[src/rtl/cmp_pkg.sv]
// Shared types for the serial magnitude comparator: FSM state, one-hot result, gt/lt swap helper.
package cmp_pkg;

    typedef enum logic [1:0] {
        IDLE = 2'd0,
        SCAN = 2'd1,
        DONE = 2'd2
    } cmp_state_e;

    typedef struct packed {
        logic gt;
        logic eq;
        logic lt;
    } cmp_res_t;

    localparam cmp_res_t RES_EQ   = '{gt: 1'b0, eq: 1'b1, lt: 1'b0};
    localparam cmp_res_t RES_NONE = '{gt: 1'b0, eq: 1'b0, lt: 1'b0};

    // A two's-complement sign bit ranks opposite to a magnitude bit.
    function automatic cmp_res_t swap_gt_lt(input cmp_res_t r);
        return '{gt: r.lt, eq: r.eq, lt: r.gt};
    endfunction

endpackage

[src/rtl/bit_cmp.sv]
// Combinational 1-bit magnitude compare cell.
module bit_cmp (
    input  logic a,
    input  logic b,
    output logic gt,
    output logic eq,
    output logic lt
);

    assign gt = a & ~b;
    assign eq = ~(a ^ b);
    assign lt = ~a & b;

endmodule

[src/rtl/serial_cmp_ctrl.sv]
// Bit-serial WIDTH-bit comparator, MSB first, one bit_cmp cell reused per clock.
// Optional macro CMP_EARLY_EXIT_EN: leave SCAN on the first differing bit.
module serial_cmp_ctrl
    import cmp_pkg::*;
#(
    parameter int WIDTH      = 8,
    parameter bit SIGNED_CMP = 1'b0
) (
    input  logic             clk,
    input  logic             rst_n,
    input  logic             in_valid,
    output logic             in_ready,
    input  logic [WIDTH-1:0] a,
    input  logic [WIDTH-1:0] b,
    output logic             out_valid,
    input  logic             out_ready,
    output logic             gt,
    output logic             eq,
    output logic             lt,
    output logic             busy
);

    localparam int IDX_W = $clog2(WIDTH);
    localparam logic [IDX_W-1:0] IDX_MSB = IDX_W'(WIDTH - 1);

    cmp_state_e       state_q, state_d;
    logic [IDX_W-1:0] idx_q, idx_d;
    logic [WIDTH-1:0] a_q, a_d, b_q, b_d;
    logic             found_q, found_d;
    cmp_res_t         sticky_q, sticky_d;
    cmp_res_t         res_q, res_d;
    logic             out_valid_q, out_valid_d;

    logic     cell_gt, cell_eq, cell_lt;
    cmp_res_t cell_res, bit_res;
    logic     diff_now, scan_last;

    bit_cmp u_bit_cmp (
        .a  (a_q[idx_q]),
        .b  (b_q[idx_q]),
        .gt (cell_gt),
        .eq (cell_eq),
        .lt (cell_lt)
    );

    assign cell_res = '{gt: cell_gt, eq: cell_eq, lt: cell_lt};
    assign bit_res  = (SIGNED_CMP && (idx_q == IDX_MSB)) ? swap_gt_lt(cell_res) : cell_res;
    assign diff_now = ~cell_eq;

    always_comb begin
        state_d     = state_q;
        idx_d       = idx_q;
        a_d         = a_q;
        b_d         = b_q;
        found_d     = found_q;
        sticky_d    = sticky_q;
        res_d       = res_q;
        out_valid_d = out_valid_q;
        scan_last   = 1'b0;

        case (state_q)
            IDLE: begin
                if (in_valid) begin
                    a_d      = a;
                    b_d      = b;
                    idx_d    = IDX_MSB;
                    found_d  = 1'b0;
                    sticky_d = RES_NONE;
                    res_d    = RES_NONE;
                    state_d  = SCAN;
                end
            end
            SCAN: begin
                // Only the first differing bit decides; later bits are ignored.
                if (!found_q && diff_now) begin
                    found_d  = 1'b1;
                    sticky_d = bit_res;
                end
                scan_last = (idx_q == '0);
`ifdef CMP_EARLY_EXIT_EN
                scan_last = scan_last || diff_now;
`endif
                if (scan_last) begin
                    res_d       = found_d ? sticky_d : RES_EQ;
                    out_valid_d = 1'b1;
                    state_d     = DONE;
                end else begin
                    idx_d = idx_q - 1'b1;
                end
            end
            DONE: begin
                if (out_ready) begin
                    out_valid_d = 1'b0;
                    state_d     = IDLE;
                end
            end
            default: state_d = IDLE;
        endcase
    end

    always_ff @(posedge clk or negedge rst_n) begin
        if (!rst_n) begin
            state_q     <= IDLE;
            idx_q       <= '0;
            found_q     <= 1'b0;
            sticky_q    <= RES_NONE;
            res_q       <= RES_NONE;
            out_valid_q <= 1'b0;
        end else begin
            state_q     <= state_d;
            idx_q       <= idx_d;
            found_q     <= found_d;
            sticky_q    <= sticky_d;
            res_q       <= res_d;
            out_valid_q <= out_valid_d;
        end
    end

    // Operand registers carry data only and need no reset.
    always_ff @(posedge clk) begin
        a_q <= a_d;
        b_q <= b_d;
    end

    assign in_ready  = (state_q == IDLE);
    assign busy      = ~in_ready;
    assign out_valid = out_valid_q;
    assign gt        = res_q.gt;
    assign eq        = res_q.eq;
    assign lt        = res_q.lt;

endmodule

[config.mk]
export PLATFORM = sky130hd
export DESIGN_NAME = serial_cmp_ctrl
export DESIGN_NICKNAME = d
export VERILOG_FILES = /design/src/rtl/cmp_pkg.sv /design/src/rtl/bit_cmp.sv /design/src/rtl/serial_cmp_ctrl.sv
export SDC_FILE = /design/constraint.sdc
export NUM_CORES = 1
export LEC_CHECK = 0
export CORE_MARGIN = 10
export CORE_UTILIZATION = 35
export DETAILED_ROUTE_END_ITERATION = 8
export GPL_TIMING_DRIVEN = 0
export PLACE_DENSITY = 0.61
export SLEW_MARGIN = 20
export SYNTH_ARGS = -nofsm -noshare
export SYNTH_HDL_FRONTEND = slang
export SYNTH_SLANG_ARGS = --single-unit
[constraint.sdc]
create_clock -name clk -period 3 [get_ports clk]
set_input_delay 0.3 -clock clk [delete_from_list [all_inputs] [get_ports clk]]
set_output_delay 0.3 -clock clk [all_outputs]
set_load 0.01 [all_outputs]
# [Word-level counts from Yosys, hierarchy flattened]
# Index checks and enable logic that the tools add are counted.
[classes] add_sub_neg=1 n_mul=0 div_mod_pow=0 magnitude_cmp=1 eq_ne=6 shift=0 mux=24 bitwise_logic=7 reduce_logical=12
[ops] op="3-bit two-way mux" n=6
[ops] op="3-bit one-hot mux with 2 select lines" n=3
[ops] op="3-bit AND reduction" n=4
[ops] op="2-bit != test, second input constant" n=4
[ops] op="1-bit two-way mux" n=7
[ops] op="1-bit binary-select mux with 3-bit select" n=2
[ops] op="2-bit two-way mux" n=3
[ops] op="2-bit one-hot mux with 3 select lines" n=1
[ops] op="3-bit by 4-bit less-than comparator with 1-bit output, second input constant" n=1
[ops] op="1-bit inverter" n=4
[ops] op="1-bit one-hot mux with 2 select lines" n=2
[ops] op="2-bit AND reduction" n=2
[ops] op="2-bit nonzero test" n=2
[ops] op="3-bit logical NOT" n=1
[ops] op="3-bit by 1-bit subtractor with 3-bit output, second input constant" n=1
[ops] op="1-bit AND" n=2
[ops] op="2-bit by 1-bit == test with 1-bit output, second input constant" n=1
[ops] op="2-bit == test, second input constant" n=1
[ops] op="2-bit logical NOT" n=1
[ops] op="1-bit logical AND" n=1
[ops] op="1-bit logical NOT" n=1
[ops] op="1-bit XOR" n=1
[totals] reg_bits=29 latch_bits=0 ramBits=0 romBits=0 in_bits=20 output_inout_bits=6 n_memories=0

# [Depth between registers and ports, before layout]
[depth] word_depth=9 ltp_mapped=8 ltp_nobuf=7

# [Modules after synthesis]
# A second synthesis with hierarchy kept.
[hier_totals] hier_cells=104 hier_area_um2=1372.6
[modules_own_cells] mod="serial_cmp_ctrl" instances=1 cells_per_inst=100 area_each_um2=1340.0 seq_area_each_um2=805.8
[modules_own_cells] mod="bit_cmp" instances=1 cells_per_inst=4 area_each_um2=32.5 seq_area_each_um2=0.0

# [Least setup slack after synthesis]
# Ideal clock, no wire load.
[synth_timing] kind="register -> register" startpoint="register idx_q[1]" endpoint="register sticky_q[0] (netlist name)" arrival_time_ns=2.060 setup_slack_ns=0.874 stages_incl_launch_ff=9 n_path_buf=1 synth_period_minus_slack_ns=2.126 path_cell_list="dfrtp_1 > buf_6 > mux4_2 > nand2_1 > and2_1 > ha_1 > or3b_1 > o21ai_0 > a22o_1"
[synth_between] elab_chain_len=6 word_cells_on_any_way=10 cone_classes="6 x mux; 3 x bitwise; 1 x reduce/logical"
[synth_rtl] element="from (decl)" line="serial_cmp_ctrl.sv:27" text="logic [IDX_W-1:0] idx_q, idx_d;"
[synth_rtl] element="from (signal assigned)" line="serial_cmp_ctrl.sv:111" text="idx_q <= idx_d;"
[synth_rtl] element="1-bit binary-select mux with 3-bit select (on tied branches)" line="serial_cmp_ctrl.sv:39, serial_cmp_ctrl.sv:40"
[synth_rtl] element="1-bit two-way mux (on tied branches)" line="serial_cmp_ctrl.sv:39, serial_cmp_ctrl.sv:40"
[synth_rtl] element="1-bit XOR / 1-bit inverter (equally long branches)" line="bit_cmp.sv:11, bit_cmp.sv:12"
[synth_rtl] element="1-bit logical AND / 1-bit AND (equally long branches)" line="serial_cmp_ctrl.sv:75, bit_cmp.sv:12"
[synth_rtl] element="3-bit two-way mux *" line="serial_cmp_ctrl.sv:75" text="if (!found_q && diff_now) begin"
[synth_rtl] element="3-bit one-hot mux with 2 select lines *" line="serial_cmp_ctrl.sv:61" text="case (state_q)"
[synth_rtl] element="to (signal assigned)" line="serial_cmp_ctrl.sv:113" text="sticky_q <= sticky_d;"
[synth_rtl] element="to (decl)" line="serial_cmp_ctrl.sv:30" text="cmp_res_t sticky_q, sticky_d;"
# Mark *: on every way between the ends. The rest lies on a longest branch, timed or not. The select of a mux whose other input is x is not followed.
# A chain may end at the register's enable or synchronous reset.

# [Worst setup path in the final report]
# Same ends and word-level chain as after synthesis.

==> parameters.txt <==
Parameter                              Value

Logic synthesis
  Number of flip-flops and latches in the synthesized netlist    29
  Sequential fraction of the synthesis area    around three fifths
  Post-synthesis average cell area    approximately 13 um^2
  Post-synth EDFFs    16
  Library cell with the highest instance count after synthesis    edfxtp_1
  Prevailing post-synth register cell    edfxtp_1
  Number of warnings issued by yosys    0
  Cell type contributing the most total cell area after synthesis    edfxtp_1
  Distinct cells, synth    28
  Syn_nets    130
  Synthesized area    1360 um^2
  Async set-reset flop share out of synthesis    between 40% and 50%
  Most numerous cell types in the synthesized netlist    edfxtp_1, dfrtp_1, nand2_1
  Largest cells by area after synthesis    edfxtp_1, dfrtp_1, mux4_2, ha_1, mux2i_1
  Instance count of the mapped netlist    106
  Share of the synthesized area in the top cell type    about a third

Clock network
  Total of cells resized after clock tree synthesis    0
  Clock latency at the later pin of the worst-skew pair    between 0.2 and 0.3 ns
  CTS Root Cell    clkbuf_8
  TritonCTS clock tree    yes
  Total number of H-tree levels    2
  Clock sink total    29
  Total clock buffers created by CTS    5
  Number of buffers added to fix hold violations after cts    0
  Total setup buffers inserted after CTS    0
  Clock edge transition at the registers on the reported setup and hold paths    0.06 ns
  Maximum buffer depth of the clock tree    2

Power and ir drop
  Part of the total power dissipated in combinational logic    44.9%
  Sequential group share of total power    35.8%
  Power density normalized to cell area    892 nW/um^2
  Share of total power consumed by net switching    34.8%
  Internal power    0.00102 W
  Static Leakage    0.730 nW
  Clk pwr share    19.3%
  Worst vdd rail ir drop    0.000314 V
  P_sw    0.000547 W

Worst setup path
  Worst setup path category    flop to flop
  Worst path buffer plus inverter count    1
  Critical path, cell by cell    buf_6, mux4_2, nand2_1, and2_1, ha_1, or3b_1, o21ai_0, a22o_1
  Startpoint Class    flop
  Largest stage delay on the critical path    0.50 ns
  Required time at the endpoint of the critical path    3.22 ns
  Worst path top cell family by delay    simple AND/OR/NAND/NOR gates
  Register-to-register setup slack    0.70 ns
  Largest driver fanout on the critical path    8
  Kind of end point of the critical path    flop
  Arr. time, crit path    2.52 ns
  Critical Path Slowest Stage Cell    mux4_2

Timing
  Tightest Pin Transition    0.822 ns
  FMAX    0.435 GHz
  Post-route fraction of the period consumed by the critical path    between 70% and 80%
  Worst relative slew slack    between 40% and 50%
  Setup Viol. Count Final    0
  Final hold violation count    0
  Shortest clock period the worst path allows after layout    2.30 ns
  Final Max Tran Viols    0
  Fin Setup TNS    0 ns
  Setup repair after global routing missed its margin    no
  Final Skew    0.00708 ns
  Hold slack final    0.406 ns

Routing
  Wirelength, routed    ~2600 um
  # DRC    0
  Post-detailed-route wirelength per cell    around 14 um
  Count of vias placed by the detailed router    906
  Iteration-0 DRC count of the detailed router    40
  Antenna-violating nets left    0
  Number of search-and-repair iterations in the first detailed-routing pass    4
  Vias per inst    4.84

Flow run
  Max cap viols    0

Floorplanning
  Initial Utilization    36.7%
  Total I/O pin count    26
  Area enclosed by the die boundary    approximately 6800 um^2
  Standard-cell rows    22
  Area of the placeable core    3720 um^2
  Overall die width    about 82 um
  Die Y    82.4 um

Global route
  Met1 capacity usage during global routing    9.29%
  Initial antenna violation count    0
  Most used routing layer in global routing    met2
  GRT Residual Overflow    0
  Via count of the first global-routing pass    941
  Pin count of the biggest net entering global routing    18
  Met3 Resource Use GR    4.97%
  First-pass GRT wire length    4420 um
  Met2 Use GR    13.9%
  Total routing resource utilization after global routing    8.64%

Layout
  Multi-input gate area    505 um^2
  Fraction of layout instances using a drive strength above 1    13.7%
  Number of diodes    0
  Signed area change from the synthesized netlist to the final layout    29.3%
  FF/Latch Area    roughly 810 um^2
  Fill cell instance count of the final layout    between 300 and 400
  Post-layout nets    roughly 160

Placement
  Number of port buffers    25
  HPWL after detailed placement    1980 um
  GP Congestion    0.790

Outcome
  Run status    finished clean

Min path
  Class of the worst hold path    input port to asynchronous set/reset pin
final timing paths:
kind / startpoint / endpoint / depth (start not counted)
worst max register to register: idx_q[1]$_DFFE_PN0P_ / sticky_q[0]$_DFFE_PN0P_ / 8
max in group asynchronous: rst_n / out_valid$_DFFE_PN0P_ / 1
min in group clk: sticky_q[1]$_DFFE_PN0P_ / sticky_q[1]$_DFFE_PN0P_ / 1
worst min-delay path: rst_n / sticky_q[2]$_DFFE_PN0P_ / 1
worst max-delay path: idx_q[1]$_DFFE_PN0P_ / sticky_q[0]$_DFFE_PN0P_ / 8
worst min register to register: sticky_q[1]$_DFFE_PN0P_ / sticky_q[1]$_DFFE_PN0P_ / 1
layout make-up:
class	instances	share of cell area (%)
sequential	29	45.7
inverter	6	1.28
multi-input combinational	65	28.7
timing repair buffer	25	14.2
clock buffer	6	4.12
buffer	6	1.99
tap	48	3.41
clock inverter	2	0.568
flip-flops by register name, indices dropped and copies added (netlist names):
| register | cells |
|---|---|
| a_q | 8 |
| b_q | 8 |
| eq | 1 |
| found_q | 1 |
| gt | 1 |
| idx_q | 3 |
| lt | 1 |
| out_valid | 1 |
| state_q | 2 |
| sticky_q | 3 |
worst reg2reg max path, cell delays in order, from the launching register on:
cell and delay (ns):
dfrtp_1 0.34, buf_6 0.13, mux4_2 0.50, nand2_1 0.10, and2_1 0.13, ha_1 0.30
or3b_1 0.41, o21ai_0 0.17, a22o_1 0.15
power groups by stage:
stage,logic (W),clock network [W],registers [W]
6_report,0.000706,0.000303,0.000563
5_1_grt,0.000801,0.000330,0.000577
4_1_cts,0.000719,0.000312,0.000565
3_5_place_dp,0.000717,0,0.000573
3_3_place_gp,0.000690,0,0.000567
2_1_floorplan,0.000491,0,0.000572
stage by stage:
stage	worst slack (ns)	instance area [um^2]	total power (W)	cells	util [%]
floorplan	0.874	1360	0.00106	106	-
global placement	0.446	1670	0.00126	179	45.0
detailed placement	0.677	1680	0.00129	179	45.2
CTS	0.675	1760	0.00160	187	47.4
global route	0.539	1760	0.00171	187	47.4
finish	0.701	1760	0.00157	187	47.4
metal layers:
metal | vias to the layer above | part of all wire, %
li1 | 450 | -
met1 | 423 | 41
met2 | 26 | 48
met3 | 7 | 9.6
met4 | 0 | 1.7
met5 | - | 0
cell usage in the layout (no fill, tap or decap), types with 2 or more instances in the layout:
cell | synthesis | final
a22o_1 | 4 | 4
or3b_1 | 2 | 2
clkbuf_8 | 0 | 5
clkbuf_1 | 1 | 2
o21ai_0 | 8 | 8
inv_1 | 6 | 6
mux2i_1 | 4 | 4
nand2_1 | 10 | 10
dfrtp_1 | 13 | 13
nand2b_1 | 6 | 6
buf_2 | 3 | 3
mux4_2 | 4 | 4
and2_1 | 2 | 2
clkinv_2 | 0 | 2
a21oi_1 | 3 | 3
clkdlybuf4s50_1 | 0 | 25
nor2_1 | 5 | 5
edfxtp_1 | 16 | 16
a22oi_1 | 3 | 3
ha_1 | 4 | 4
cells by family (layout without fill, tap and decap cells):
kind of cell               count (synthesis)  count (layout)  share of synthesized area, %
DFF                                       29              29                          59.1
and+or+nand+nor                           31              31                          12.9
adders and majority gates                  4               4                          3.67
buffers and inverters                     12              45                          4.22
muxes                                      9               9                          10.4
AOI/OAI and AO/OA                         21              21                          9.73
Power figures use the tool's default switching activity.
